$ cat config.mk
export PLATFORM = sky130hd
export DESIGN_NAME = punctured_conv_encoder
export DESIGN_NICKNAME = d
export VERILOG_FILES = /design/src/rtl/conv_pkg.sv /design/src/rtl/conv_out_fifo.sv /design/src/rtl/punctured_conv_encoder.sv
export SDC_FILE = /design/constraint.sdc
export NUM_CORES = 1
export LEC_CHECK = 0
export ABC_AREA = 1
export CAP_MARGIN = 10
export CORE_ASPECT_RATIO = 2
export CORE_MARGIN = 5
export CORE_UTILIZATION = 57
export CTS_BUF_LIST = sky130_fd_sc_hd__clkbuf_8
export DETAILED_ROUTE_END_ITERATION = 6
export HOLD_SLACK_MARGIN = 0.05
export PLACE_DENSITY = 0.81
export SLEW_MARGIN = 40
export SYNTH_ARGS = -nofsm -noshare
export SYNTH_HDL_FRONTEND = slang
export SYNTH_SLANG_ARGS = --single-unit
export TNS_END_PERCENT = 30
$ cat constraint.sdc
create_clock -name Clock -period 3.55 [get_ports Clock]
set_clock_uncertainty 0.2 [all_clocks]
set_input_delay 0.71 -clock Clock [delete_from_list [all_inputs] [get_ports Clock]]
set_output_delay 0.71 -clock Clock [all_outputs]
set_load 0.005 [all_outputs]
$ cat src/rtl/conv_pkg.sv
// Shared types, default generators and puncturing helpers for the K=7 convolutional encoder.
package conv_pkg;

  typedef enum logic [1:0] {
    RATE_1_2 = 2'b00,
    RATE_2_3 = 2'b01,
    RATE_3_4 = 2'b10
  } rate_t;

  typedef enum logic [1:0] {
    IDLE  = 2'b00,
    DATA  = 2'b01,
    TAIL  = 2'b10,
    DRAIN = 2'b11
  } state_t;

  localparam int         K_DEF  = 7;
  localparam logic [6:0] G0_DEF = 7'o133;
  localparam logic [6:0] G1_DEF = 7'o171;

  // The reserved code falls back to the unpunctured rate.
  function automatic rate_t decode_rate(input logic [1:0] r);
    case (r)
      2'b01:   return RATE_2_3;
      2'b10:   return RATE_3_4;
      default: return RATE_1_2;
    endcase
  endfunction

  // Returns {emit_a, emit_b} for one encode step.
  function automatic logic [1:0] puncture(input rate_t rate, input logic [1:0] phase);
    case (rate)
      RATE_2_3: return (phase == 2'd0) ? 2'b11 : 2'b10;
      RATE_3_4: begin
        case (phase)
          2'd0:    return 2'b11;
          2'd1:    return 2'b10;
          default: return 2'b01;
        endcase
      end
      default:  return 2'b11;
    endcase
  endfunction

  // Puncture phase wraps after 1, 2 or 3 steps depending on rate.
  function automatic logic [1:0] next_phase(input rate_t rate, input logic [1:0] phase);
    case (rate)
      RATE_2_3: return (phase == 2'd1) ? 2'd0 : 2'd1;
      RATE_3_4: return (phase == 2'd2) ? 2'd0 : phase + 2'd1;
      default:  return 2'd0;
    endcase
  endfunction

endpackage

$ cat src/rtl/conv_out_fifo.sv
// Two-entry coded-bit FIFO: accepts 0..2 bits per cycle, pops one, tags the frame's final bit.
module conv_out_fifo (
  input  logic       clk,
  input  logic       rst,
  input  logic [1:0] push_n,
  input  logic       push_bit0,
  input  logic       push_bit1,
  input  logic       push_last,
  input  logic       pop,
  output logic       head,
  output logic       head_last,
  output logic [1:0] count
);

  logic [1:0] bit_q, bit_d;
  logic [1:0] last_q, last_d;
  logic [1:0] count_q, count_d;
  logic [1:0] level;

  // Pop first, then append pushed bits behind whatever remains; a 2-bit push only occurs into an empty FIFO.
  always_comb begin
    bit_d  = bit_q;
    last_d = last_q;
    level  = count_q;
    if (pop) begin
      bit_d[0]  = bit_q[1];
      last_d[0] = last_q[1];
      level     = count_q - 2'd1;
    end
    if (push_n == 2'd2) begin
      bit_d  = {push_bit1, push_bit0};
      last_d = {push_last, 1'b0};
    end else if (push_n == 2'd1) begin
      if (level == 2'd0) begin
        bit_d[0]  = push_bit0;
        last_d[0] = push_last;
      end else begin
        bit_d[1]  = push_bit0;
        last_d[1] = push_last;
      end
    end
    count_d = level + push_n;
  end

  // Occupancy and last-tags are control state and are cleared by reset.
  always_ff @(posedge clk) begin
    if (rst) begin
      count_q <= 2'd0;
      last_q  <= 2'b00;
    end else begin
      count_q <= count_d;
      last_q  <= last_d;
    end
  end

  // Payload bits need no reset; they are only observed while count is non-zero.
  always_ff @(posedge clk) begin
    bit_q <= bit_d;
  end

  assign head      = bit_q[0];
  assign head_last = last_q[0];
  assign count     = count_q;

endmodule

$ cat src/rtl/punctured_conv_encoder.sv
// Bit-serial K=7 convolutional encoder with 1/2, 2/3, 3/4 puncturing and automatic tail insertion.
module punctured_conv_encoder
  import conv_pkg::*;
#(
  parameter int           K        = K_DEF,
  parameter logic [K-1:0] G0       = G0_DEF,
  parameter logic [K-1:0] G1       = G1_DEF,
  parameter int           TAIL_LEN = K - 1
) (
  input  logic       Clock,
  input  logic       Reset,
  input  logic       Start,
  input  logic [1:0] Rate,
  input  logic       InValid,
  input  logic       Input,
  input  logic       InLast,
  output logic       InReady,
  output logic       OutValid,
  output logic       Output,
  output logic       OutLast,
  input  logic       OutReady,
  output logic       Busy
);

  localparam int TW = $clog2(TAIL_LEN + 1);

  state_t        state_q, state_d;
  rate_t         rate_q, rate_d;
  logic [K-2:0]  sr_q, sr_d;
  logic [1:0]    phase_q, phase_d;
  logic [TW-1:0] tail_q, tail_d;

  logic       fifo_head, fifo_head_last;
  logic [1:0] fifo_cnt;
  logic       buf_ok, in_ready, tail_step, step, final_tail, pop;
  logic       bit_in, code_a, code_b;
  logic [K-1:0] sr_full;
  logic [1:0] pat, push_n;
  logic       push_b0, push_b1;

  // Handshake, encode step and puncture selection for the current cycle.
  always_comb begin
    buf_ok     = (fifo_cnt == 2'd0) | ((fifo_cnt == 2'd1) & OutReady);
    in_ready   = (state_q == DATA) & buf_ok;
    tail_step  = (state_q == TAIL) & buf_ok;
    step       = (in_ready & InValid) | tail_step;
    bit_in     = (state_q == DATA) & Input;
    sr_full    = {bit_in, sr_q};
    code_a     = ^(sr_full & G0);
    code_b     = ^(sr_full & G1);
    pat        = puncture(rate_q, phase_q);
    push_n     = 2'd0;
    push_b0    = 1'b0;
    push_b1    = 1'b0;
    if (step) begin
      case (pat)
        2'b11: begin push_n = 2'd2; push_b0 = code_a; push_b1 = code_b; end
        2'b10: begin push_n = 2'd1; push_b0 = code_a; end
        2'b01: begin push_n = 2'd1; push_b0 = code_b; end
        default: ;
      endcase
    end
    final_tail = tail_step & (tail_q == TW'(TAIL_LEN - 1));
    pop        = OutReady & (fifo_cnt != 2'd0);
  end

  // Frame sequencing and encoder state updates.
  always_comb begin
    state_d = state_q;
    rate_d  = rate_q;
    sr_d    = sr_q;
    phase_d = phase_q;
    tail_d  = tail_q;
    if (step) begin
      sr_d    = sr_full[K-1:1];
      phase_d = next_phase(rate_q, phase_q);
    end
    case (state_q)
      IDLE: begin
        if (Start) begin
          state_d = DATA;
          rate_d  = decode_rate(Rate);
          sr_d    = '0;
          phase_d = 2'd0;
          tail_d  = '0;
        end
      end
      DATA: begin
        if (step && InLast) state_d = TAIL;
      end
      TAIL: begin
        if (step) tail_d = tail_q + TW'(1);
        if (final_tail) state_d = DRAIN;
      end
      DRAIN: begin
        if (pop && fifo_head_last) state_d = IDLE;
      end
      default: state_d = IDLE;
    endcase
  end

  // State register; reset aborts any frame in progress.
  always_ff @(posedge Clock) begin
    if (Reset) begin
      state_q <= IDLE;
      rate_q  <= RATE_1_2;
      sr_q    <= '0;
      phase_q <= 2'd0;
      tail_q  <= '0;
    end else begin
      state_q <= state_d;
      rate_q  <= rate_d;
      sr_q    <= sr_d;
      phase_q <= phase_d;
      tail_q  <= tail_d;
    end
  end

  conv_out_fifo u_fifo (
    .clk       (Clock),
    .rst       (Reset),
    .push_n    (push_n),
    .push_bit0 (push_b0),
    .push_bit1 (push_b1),
    .push_last (final_tail),
    .pop       (pop),
    .head      (fifo_head),
    .head_last (fifo_head_last),
    .count     (fifo_cnt)
  );

  assign InReady  = in_ready;
  assign OutValid = (fifo_cnt != 2'd0);
  assign Output   = OutValid & fifo_head;
  assign OutLast  = OutValid & fifo_head_last;
  assign Busy     = (state_q != IDLE);

endmodule
==> flow_metrics.tcl, run 1 <==
set metrics [dict create \
    status "completed" \
    cts_post_setup_buffers_inserted 0 \
    hold_depth 2 \
    end_kind "output pin" \
    synth_seq_cells 21 \
    syn_area_per_cell_um2 7.05 \
    post_drt_wl_per_cell_um 12.1 \
    setup_viol 0 \
    port-buffer-count 13 \
    n_antenna_cell 0 \
    fp.dieH_um 83.4 \
    tns_ns 0 \
    start_util_pct 59.8 \
    wirelength_mm 3.17 \
    path_clk_slew_ns 0.08 \
    cts_tree "yes" \
    ant_nets 0 \
    rows 26 \
    synth_nets 246 \
    cts_max_path_buffers 2 \
    numCtsBuffers 3 \
    rrSetupSlack_ns 1.14 \
    worstPathRequired_ns 2.64 \
    drv_cap 0 \
    yosys-top-cells-area "dfxtp_1, ha_1, nand2_1, inv_1, nand3_1" \
    synth_compound_gate_area_share_pct 11.4 \
    tightest_slew_ns 0.517 \
    yosys.area_share.simple_pct 31.3 \
    hold_viol 0 \
    slew_violations 0 \
    hpwl_mm 2.62 \
    layout_commonest_cell "nand2_1" \
    fin_crit_sh_pct 84.3 \
    synth_edf_count 1 \
    clock_sinks 21 \
    coreArea_um2 2570 \
    yosysWarnings 0 \
    start_kind "primary input" \
    ctsResizeCount 0 \
    syn_inst 218 \
    place_congestion 0.770 \
    cts_root_buffer "clkbuf_8" \
    nets 263 \
    ir_drop_mv 0.496 \
    insertion_delay_ns 0.26 \
    layout-drive-gt1-share_pct 12.0 \
    overflow 0 \
    finalPower_mw 1.31 \
    drt_iter0_drc 23 \
    ys_seq_area_share_pct 28.0 \
    first_global_vias 1447 \
    cts_max_level 1 \
    synth_ff_type "dfxtp_1" \
    period_minus_slack_ns 2.99 \
    route.detailed.drc 0 \
    synth_top_area_share_pct 26.1 \
    synthMuxAreaShare_pct 0.733 \
    max_freq_mhz 334 \
    arrival_ns 2.08 \
    path_class "in -> out" \
    avgViaCountPerCell 5.27 \
    p_leak_nw 0.891 \
    netlist_area_um2 1540 \
    grt_pass1_wl_mm 5.54 \
    min_path_type "reg -> reg" \
    track_usage_pct 18.3 \
    async_flop_share_pct 0 \
    die-area_um2 3900 \
    synth_adder_area_share_pct 15.5 \
    rsz0062_at_grt "false" \
    die_w_um 46.7 \
    synth_top_family_by_area "simple AND/OR/NAND/NOR gates" \
    hold_slack_ns 0.288 \
    first_pass_iters 4 \
    ios 14 \
    reg2reg_depth 12 \
    syn2layout_area_growth_pct 13.0 \
    max-slew-margin-rel_pct 65.4 \
    final_cell_mix "nand2_1, inv_1, nand3_1" \
    antenna_found_initial 0 \
    synth-xor-area-share_pct 2.20 \
    fin_util_pct 67.6 \
    cts-hold-fix-buffers 0 \
    yosysUniqueCellTypes 28 \
    synth_top_area_cell "dfxtp_1" \
    cp_max_fo 3 \
    grt_max_degree 17 \
    vias 1380 \
    power.density_nw_per_um2 754 \
]
worst paths after layout:
path	endpoint	start
setup / recovery	InReady	OutReady
hold / removal	u_fifo.last_q[1]	u_fifo.last_q[1]
setup reg to reg	u_fifo.count[1]	rate_q[0]
hold reg to reg	u_fifo.last_q[1]	u_fifo.last_q[1]
synth_stat cells, types with 2 or more instances:
cell type	number
or2_2	2
ha_1	19
o21ai_1	4
dfxtp_1	20
nand2_4	5
nor2_1	19
xor2_1	2
nand3_1	22
inv_1	37
o21ai_0	9
a21oi_1	14
inv_2	3
nand2_1	41
nand2_2	7
report_power, final:
part	leakage, nW	internal [mW]	switching, mW
registers	0.173	0.315	0.0503
clock network	0.0255	0.0782	0.0802
logic	0.693	0.296	0.489
critical path, cell delays in order:
cell	delay [ns]
clkdlybuf4s50_1	0.57
nand2_2	0.10
a21boi_0	0.17
clkdlybuf4s50_1	0.53
layout make-up:
class                           instances  area (µm²)
Fill cell                             239         833
Clock buffer                            3        41.3
Inverter                               41         156
Clock inverter                          1        5.00
Timing Repair Buffer                   13         130
Tap cell                               28        35.0
Sequential cell                        21         430
Multi-Input combinational cell        155         938
sequential cells by signal, indices dropped and copies added, names as in the netlist:
signal         cells
state_q            2
u_fifo.last_q      2
sr_q               6
rate_q             2
u_fifo.count       2
u_fifo.bit_q       2
tail_q             3
phase_q            2
metal layers:
metal / GRT usage (%) / part of all wire [%]
met1: 16.4 / 38
met2: 36.6 / 59
met3: 2.60 / 1.9
met4: 6.30 / 0.95
met5: 0 / 0
cells by family (layout without fill, tap and decap cells):
group                    Yosys count  after routing
adder cells (fa/ha/maj)           19             19
AND/OR/NAND/NOR                  100            100
multiplexers                       1              1
buffers and inverters             42             58
AO/OA/AOI/OAI                     32             32
XOR/XNOR                           3              3
flip-flops                        21             21
through the flow:
stage / std cells / instance area [µm²] / setup WS [ns]
after detailed placement: 258 / 1690 / 0.559
after CTS: 262 / 1740 / 0.541
after global routing: 262 / 1740 / 0.483
after floorplan: 218 / 1540 / 1.36
final: 262 / 1740 / 0.556
after global placement: 258 / 1690 / 0.556
(Power assumes the default switching activity.)
==> run 2, diff against run 1 <==
==> constraint.sdc (replaced) <==
create_clock -name Clock -period 3.1 [get_ports Clock]
set_clock_uncertainty 0.2 [all_clocks]
set_input_delay 0.62 -clock Clock [delete_from_list [all_inputs] [get_ports Clock]]
set_output_delay 0.62 -clock Clock [all_outputs]
set_load 0.005 [all_outputs]
==> run 2 against run 1 <==
  * Cell area is essentially flat
  * Sequential power grew 14%
  * Combinational power grew 14%
  * Sequential share of layout area is essentially flat
  * Total power grew 14%
  * Final cell count is the same
  * Clock-buffer cell count is the same
  * Worst hold slack lost 0.0028 ns
  * Setup slack lost 0.32 ns
  * Critical path depth is the same
  * First-iteration DRC count shrank 4.3%
  * Largest power group unchanged
  * Highest routed layer unchanged
==> flow_metrics.tcl, run 2 (synthesis gave the netlist of run 1 again) <==
set metrics [dict create \
    cts_root_buffer "clkbuf_8" \
    ant_nets 0 \
    max_freq_mhz 349 \
    grt_pass1_wl_mm 5.47 \
    max-slew-margin-rel_pct 66.1 \
    start_kind "primary input" \
    fin_crit_sh_pct 92.4 \
    wirelength_mm 3.08 \
    start_util_pct 59.8 \
    multi_input_area_um2 938 \
    layout_commonest_cell "nand2_1" \
    fin_util_pct 67.5 \
    ios 14 \
    seqCellArea_um2 430 \
    setup_viol 0 \
    drt_iter0_drc 22 \
    tightest_slew_ns 0.506 \
    die_w_um 46.7 \
    overflow 0 \
    path_class "in -> out" \
    syn2layout_area_growth_pct 12.9 \
    placed_area_um2 1690 \
    min_path_type "reg -> reg" \
    rows 26 \
    tns_ns 0 \
    place_congestion 0.774 \
    status "completed" \
    cts_post_setup_buffers_inserted 0 \
    cts-hold-fix-buffers 0 \
    end_kind "output pin" \
    route.detailed.drc 0 \
    cts_tree "yes" \
    cts_max_level 1 \
    track_usage_pct 18.4 \
    ctsResizeCount 0 \
    nets 263 \
    die-area_um2 3900 \
    largest_register_ffs 6 \
    top_regs "sr_q: 6 flops, tail_q: 3 flops" \
    first_global_vias 1357 \
    grt_max_degree 17 \
    layout-drive-gt1-share_pct 11.5 \
    regMostFlops "sr_q" \
    p_leak_nw 0.893 \
    first_pass_iters 4 \
    ir_drop_mv 0.510 \
    hold_viol 0 \
    arrival_ns 2.05 \
    path_clk_slew_ns 0.07 \
    post_drt_wl_per_cell_um 11.8 \
    final_cell_mix "nand2_1, inv_1, nand3_1" \
    slew_violations 0 \
    antenna_found_initial 0 \
    period_minus_slack_ns 2.87 \
    vias 1359 \
    design_area_um2 1740 \
    rsz0062_at_grt "false" \
    power.density_nw_per_um2 860 \
    port-buffer-count 13 \
    hpwl_mm 2.54 \
    fp.dieH_um 83.4 \
    insertion_delay_ns 0.26 \
    avgViaCountPerCell 5.19 \
    clock_sinks 21 \
    cp_max_fo 3 \
    numCtsBuffers 3 \
    n_antenna_cell 0 \
    n_fill_cell 247 \
    coreArea_um2 2570 \
    cts_max_path_buffers 2 \
    worstPathRequired_ns 2.28 \
    drv_cap 0 \
]
run 2: cell count changes in the layout (fill, tap and decap cells not counted):
cell,change
clkinv_2,-1
inv_1,+1
run 2: routing by layer:
layer  vias up  routed length (µm)  global-route usage, %  part of all wire [%]
li1        720                   -                      -                     -
met1       619                1110                   18.3                    36
met2        13                1830                   34.7                    59
met3         7                  66                   1.95                   2.1
met4         0                  72                   8.06                   2.3
met5         -                   0                      0                     0
run 2: worst paths after layout:
path                            slack, ns               end       from  depth (start not counted)
worst max-delay path                 0.23           InReady   OutReady                          4
worst min-delay path                 0.29         tail_q[1]  tail_q[1]                          2
worst max register to register       0.69  u_fifo.last_q[1]  rate_q[0]                         12
worst min register to register       0.29         tail_q[1]  tail_q[1]                          2
run 2: through the flow:
step / total power, mW / hold slack, ns / setup slack (ns) / instances
after floorplan: 1.11 / 0.246 / 0.909 / 218
after global placement: 1.30 / 0.261 / 0.287 / 258
final: 1.49 / 0.286 / 0.234 / 262
after detailed placement: 1.32 / 0.271 / 0.228 / 258
after CTS: 1.50 / 0.284 / 0.207 / 262
after global routing: 1.66 / 0.312 / 0.160 / 262
run 2: report_power, final:
group / total (mW) / switching (mW) / internal (mW)
Clock: 0.180 / 0.0913 / 0.0885
Combinational: 0.896 / 0.558 / 0.338
Sequential: 0.417 / 0.0567 / 0.360
Total: 1.49 / 0.706 / 0.787
run 2: final cells by class:
cell class,instances,share of cell area (%)
Clock inverter,1,0.216
Inverter,41,9.01
Clock buffer,3,2.38
Multi-Input combinational cell,155,54.1
Sequential cell,21,24.8
Timing Repair Buffer,13,7.50
Tap cell,28,2.02
run 2: critical path, stage by stage:
cell and delay [ns]:
clkdlybuf4s50_1 0.56, nand2_2 0.10, a21boi_0 0.22, clkdlybuf4s50_1 0.55
==> run 3, diff against run 2 <==
--- a/config.mk
+++ b/config.mk
@@ -18,4 +18,4 @@
 export SYNTH_ARGS = -nofsm -noshare
 export SYNTH_HDL_FRONTEND = slang
 export SYNTH_SLANG_ARGS = --single-unit
-export TNS_END_PERCENT = 30
+export TNS_END_PERCENT = 50
==> results of run 3 <==
Final layout, timing and power as in run 2 (identical DEF).
==> RTL change 1 (settings of run 1) <==
Re-encode `state_t` (4 states) as Gray code, 2 bits wide.
--- a/src/rtl/conv_pkg.sv
+++ b/src/rtl/conv_pkg.sv
@@ -12,4 +12,4 @@
     DATA  = 2'b01,
-    TAIL  = 2'b10,
-    DRAIN = 2'b11
+    TAIL  = 2'b11,
+    DRAIN = 2'b10
   } state_t;
Function: same outputs for any inputs over 10 cycles, from zero or initial values and one cycle with Reset high; not proved beyond that.
==> RTL change 1 against run 1 <==
  * Design area shrank 5.8%
  * Power shrank 33%
  * Non-clock buffer count is the same
  * Synthesized area shrank 6.0%
  * Setup slack gained 0.070 ns
  * Critical path depth is the same
  * Via count shrank 9.8%
  * Sequential cell count is the same
  * Routed wire length shrank 9.8%
  * Largest cell class unchanged
==> RTL change 1: results (changes against run 1) <==
Total Wirelength=2.86 mm (-9.8%); post-synthesis sequential area ratio=29.8% (+1.8 points); CP arrival=2.01 ns (-0.07 ns); ys flop type=dfxtp_1; fillers=217 (-9.2%); reg2reg path depth=11 (-1); Root Driver=clkbuf_8; share of cells above drive strength 1=19.2% (+7.2 points); 1st-iter DRT viols=41 (+78%); Cell variety after synth=30 (+7.1%); Leak=0.768 nW (-14%); largest stage delay on the critical path=0.55 ns (-0.02 ns); Initial DRT Pass Iterations=4 (unchanged); Via density=5.14 (-2.3%); multiplexer share of the synthesized area=0.780% (+0.047 points); synth cell count leaders=33 x inv_1, 28 x nand2_1, 20 x dfxtp_1, 15 x o21ai_0; n_diodes=0 (unchanged); switching portion of total power=40.3% (-7.0 points); pre-CTS WS=0.525 ns (-0.0342 ns); global-route wire length before repair=4.74 mm (-14%); top cells by area, synth=dfxtp_1 28%, ha_1 11%, inv_1 8.6%; Routed wire per std cell=11.8 um (-2.4%); Largest regs=sr_q (6), tail_q (3); Syn Nets=221 (-10%); peak supply drop=310 uV (-38%); vias in the first global route=1214 (-16%); HPWL after detailed placement=2.46 mm (-6.1%); largest net degree at the start of global routing=14 (-3); Nets=237 (-9.9%); I/O Buffers=13 (unchanged); Slew headroom=59.7% (-5.8 points); syn_area_per_cell=7.26 um2 (+2.9%); Synth Area in Compound Gates=12.7% (+1.3 points); Synth Area in XOR/XNOR=2.34% (+0.14 points); final RePlAce weighted congestion=0.793 (+2.9%); overall routing resource usage=17.1% (-1.2 points); post-CTS resize count=0 (unchanged); Post-Synth Adder-Cell Area=11.3% (-4.2 points); status=finished clean
-- RTL change 1: logic make-up after synthesis --
group | Yosys count
xor+xnor | 3
fa+ha+maj | 13
buf+inv | 41
mux | 1
compound gates | 34
simple gates | 86
flops | 21
-- RTL change 1: layer usage --
metal	track usage, %	vias up	routed length (um)
met1	16.3	567	1010
li1	-	660	-
met4	6.45	0	38
met3	2.00	4	81
met5	0	-	0
met2	33.9	14	1730
-- RTL change 1: power groups by stage --
stage | Clock [mW] | Sequential (mW) | Combinational, mW
after floorplan | 0 | 0.294 | 0.321
after global placement | 0 | 0.300 | 0.402
after global routing | 0.171 | 0.301 | 0.474
after detailed placement | 0 | 0.303 | 0.423
after CTS | 0.158 | 0.297 | 0.426
final | 0.157 | 0.297 | 0.418
-- RTL change 1: critical path: cells and delay by family --
kind / cells / cell delay [ns]
buffers and inverters: 2 / 1.06
AOI/OAI and AO/OA: 1 / 0.13
and+or+nand+nor: 1 / 0.11
-- RTL change 1: final cells by class --
type / count / area share [%]
timing repair buffer: 13 / 7.95
clock buffer: 3 / 2.52
tap: 28 / 2.14
multi-input combinational: 137 / 51.8
inverter: 39 / 8.94
clock inverter: 1 / 0.306
sequential: 21 / 26.3
-- RTL change 1: final timing paths --
kind,startpoint,end,slack [ns]
hold reg to reg,sr_q[0],sr_q[0],0.28
setup / recovery,OutReady,InReady,0.63
setup reg to reg,rate_q[0],u_fifo.bit_q[1],0.88
hold / removal,sr_q[0],sr_q[0],0.28
-- RTL change 1: metrics by stage --
stage | hold slack (ns) | util, % | cell area (um2)
6_report | 0.278 | 65.3 | 1640
5_1_grt | 0.320 | 65.3 | 1640
4_1_cts | 0.274 | 65.3 | 1640
3_5_place_dp | 0.265 | 63.5 | 1590
3_3_place_gp | 0.254 | 63.5 | 1590
2_1_floorplan | 0.243 | - | 1440
==> RTL change 2 (config.mk and constraints of run 1) <==
Made on the original files. Change the package constant `K_DEF` from 7 to 8.
--- a/src/rtl/conv_pkg.sv
+++ b/src/rtl/conv_pkg.sv
@@ -16,3 +16,3 @@
 
-  localparam int         K_DEF  = 7;
+  localparam int         K_DEF  = 8;
   localparam logic [6:0] G0_DEF = 7'o133;
Behaviour: not the same (a bounded check fails within 4 cycles, from zero or initial values and one cycle with Reset high).
==> RTL change 2 against run 1 <==
  * Sequential cell count rose by 1
  * Design area fell by 1.4%
  * Setup slack better by 0.057 ns
  * Power is 3.3% lower
  * Fmax rose by 1.9%
  * Via count is 4.9% lower
  * First-iteration DRC count down 35%
  * Global-route usage down 0.96 points
  * Synthesized area decreased by 1.1%
  * Routed wire length shrank 11%
  * Final cell count down 3.8%
  * Critical path type unchanged
==> RTL change 2: results (changes against run 1) <==
ys flop type=dfxtp_1; share of cells above drive strength 1=11.6% (-0.36 points); top cells by area, synth=dfxtp_1 28%, ha_1 15%, nand2_1 8.6%; overall routing resource usage=17.3% (-0.96 points); CP Max Fanout=3 (unchanged); Largest regs=sr_q (7), tail_q (3); Syn Nets=236 (-4.1%); post-synthesis sequential area ratio=29.7% (+1.6 points); initial antenna violation count=0 (unchanged); Worst R2R End=u_fifo.bit_q[1]; pre-CTS WS=0.517 ns (-0.0423 ns); global-route wire length before repair=5.14 mm (-7.2%); hold endpoint=tail_q[2]; via count=1312 (-4.9%); HP Start=tail_q[2]; CP arrival=2.03 ns (-0.05 ns); Post-synth EDFFs=1 (unchanged); reg2reg path depth=10 (-2); final RePlAce weighted congestion=0.880 (+14%); H-tree levels=1 (unchanged); Nets=252 (-4.2%); 1st-iter DRT viols=15 (-35%); synth cell count leaders=35 x nand2_1, 34 x inv_1, 21 x dfxtp_1, 18 x ha_1; fillers=243 (+1.7%); Initial DRT Pass Iterations=4 (unchanged); HPWL after detailed placement=2.43 mm (-7.3%); R2R setup slack=0.84 ns (-0.30 ns); largest net degree at the start of global routing=17 (unchanged); postcts setup bufs=0 (unchanged); Hold Path Class=flop to flop; I/O Buffers=13 (unchanged); peak supply drop=397 uV (-20%); Total Wirelength=2.84 mm (-11%); Clk Latency, worst-skew pair=0.26 ns (about the same); fraction of registers with async set/reset=0% (unchanged); Slew headroom=65.9% (+0.53 points); Leak=0.808 nW (-9.4%); Cell variety after synth=31 (+11%); CTS max path bufs=2 (unchanged); status=finished clean
-- RTL change 2: cell families (layout without fill, tap and decap cells) --
logic type / after synthesis / in the layout / synth area share [%]
AOI/OAI and AO/OA: 36 / 36 / 12.9
xor gates and xnor gates: 4 / 4 / 2.80
adders and majority gates: 18 / 18 / 14.8
buffers and inverters: 39 / 54 / 10.2
DFF: 22 / 22 / 29.7
muxes: 1 / 1 / 0.741
and+or+nand+nor: 89 / 89 / 28.9
-- RTL change 2: through the flow --
step | std cells | power [mW] | hold slack [ns] | utilization (%) | cell area (um2)
after global routing | 252 | 1.41 | 0.289 | 66.7 | 1710
after global placement | 248 | 1.11 | 0.258 | 64.9 | 1670
after detailed placement | 248 | 1.12 | 0.258 | 64.9 | 1670
final | 252 | 1.27 | 0.263 | 66.7 | 1710
after floorplan | 209 | 0.950 | 0.233 | - | 1520
after CTS | 252 | 1.28 | 0.269 | 66.7 | 1710
-- RTL change 2: worst max-delay path by stage --
stage | endpoint | slack [ns] | cells past startpoint
final | InReady | 0.61 | 4
after global routing | InReady | 0.54 | 4
after CTS | InReady | 0.60 | 4
after detailed placement | u_fifo.bit_q[1] | 0.52 | 12
after global placement | u_fifo.bit_q[1] | 0.57 | 12
after floorplan | u_fifo.bit_q[1] | 1.15 | 10
-- RTL change 2: worst max-delay path, cell delays in order --
cell             delay [ns]
clkdlybuf4s50_1        0.57
nand2_2                0.08
a21boi_0               0.15
clkdlybuf4s50_1        0.52
-- RTL change 2: final cells by class --
class | instances | area (um2) | share of cell area, %
tap | 28 | 35.0 | 2.05
timing repair buffer | 13 | 130 | 7.60
multi-input combinational | 148 | 913 | 53.3
sequential | 22 | 450 | 26.3
clock inverter | 1 | 3.75 | 0.219
inverter | 37 | 139 | 8.11
clock buffer | 3 | 41.3 | 2.41
-- RTL change 2: per-layer routing --
| metal | global-route usage, % | part of all wire [%] |
|---|---|---|
| met2 | 32.4 | 57 |
| met3 | 1.95 | 3.1 |
| met4 | 7.25 | 2.5 |
| met5 | 0 | 0 |
| met1 | 17.4 | 38 |
-- RTL change 2: power by group --
part	switching [mW]	internal [mW]	leakage (nW)	total [mW]
sequential	0.0496	0.322	0.181	0.372
combinational	0.431	0.305	0.600	0.736
clock	0.0819	0.0772	0.0269	0.159
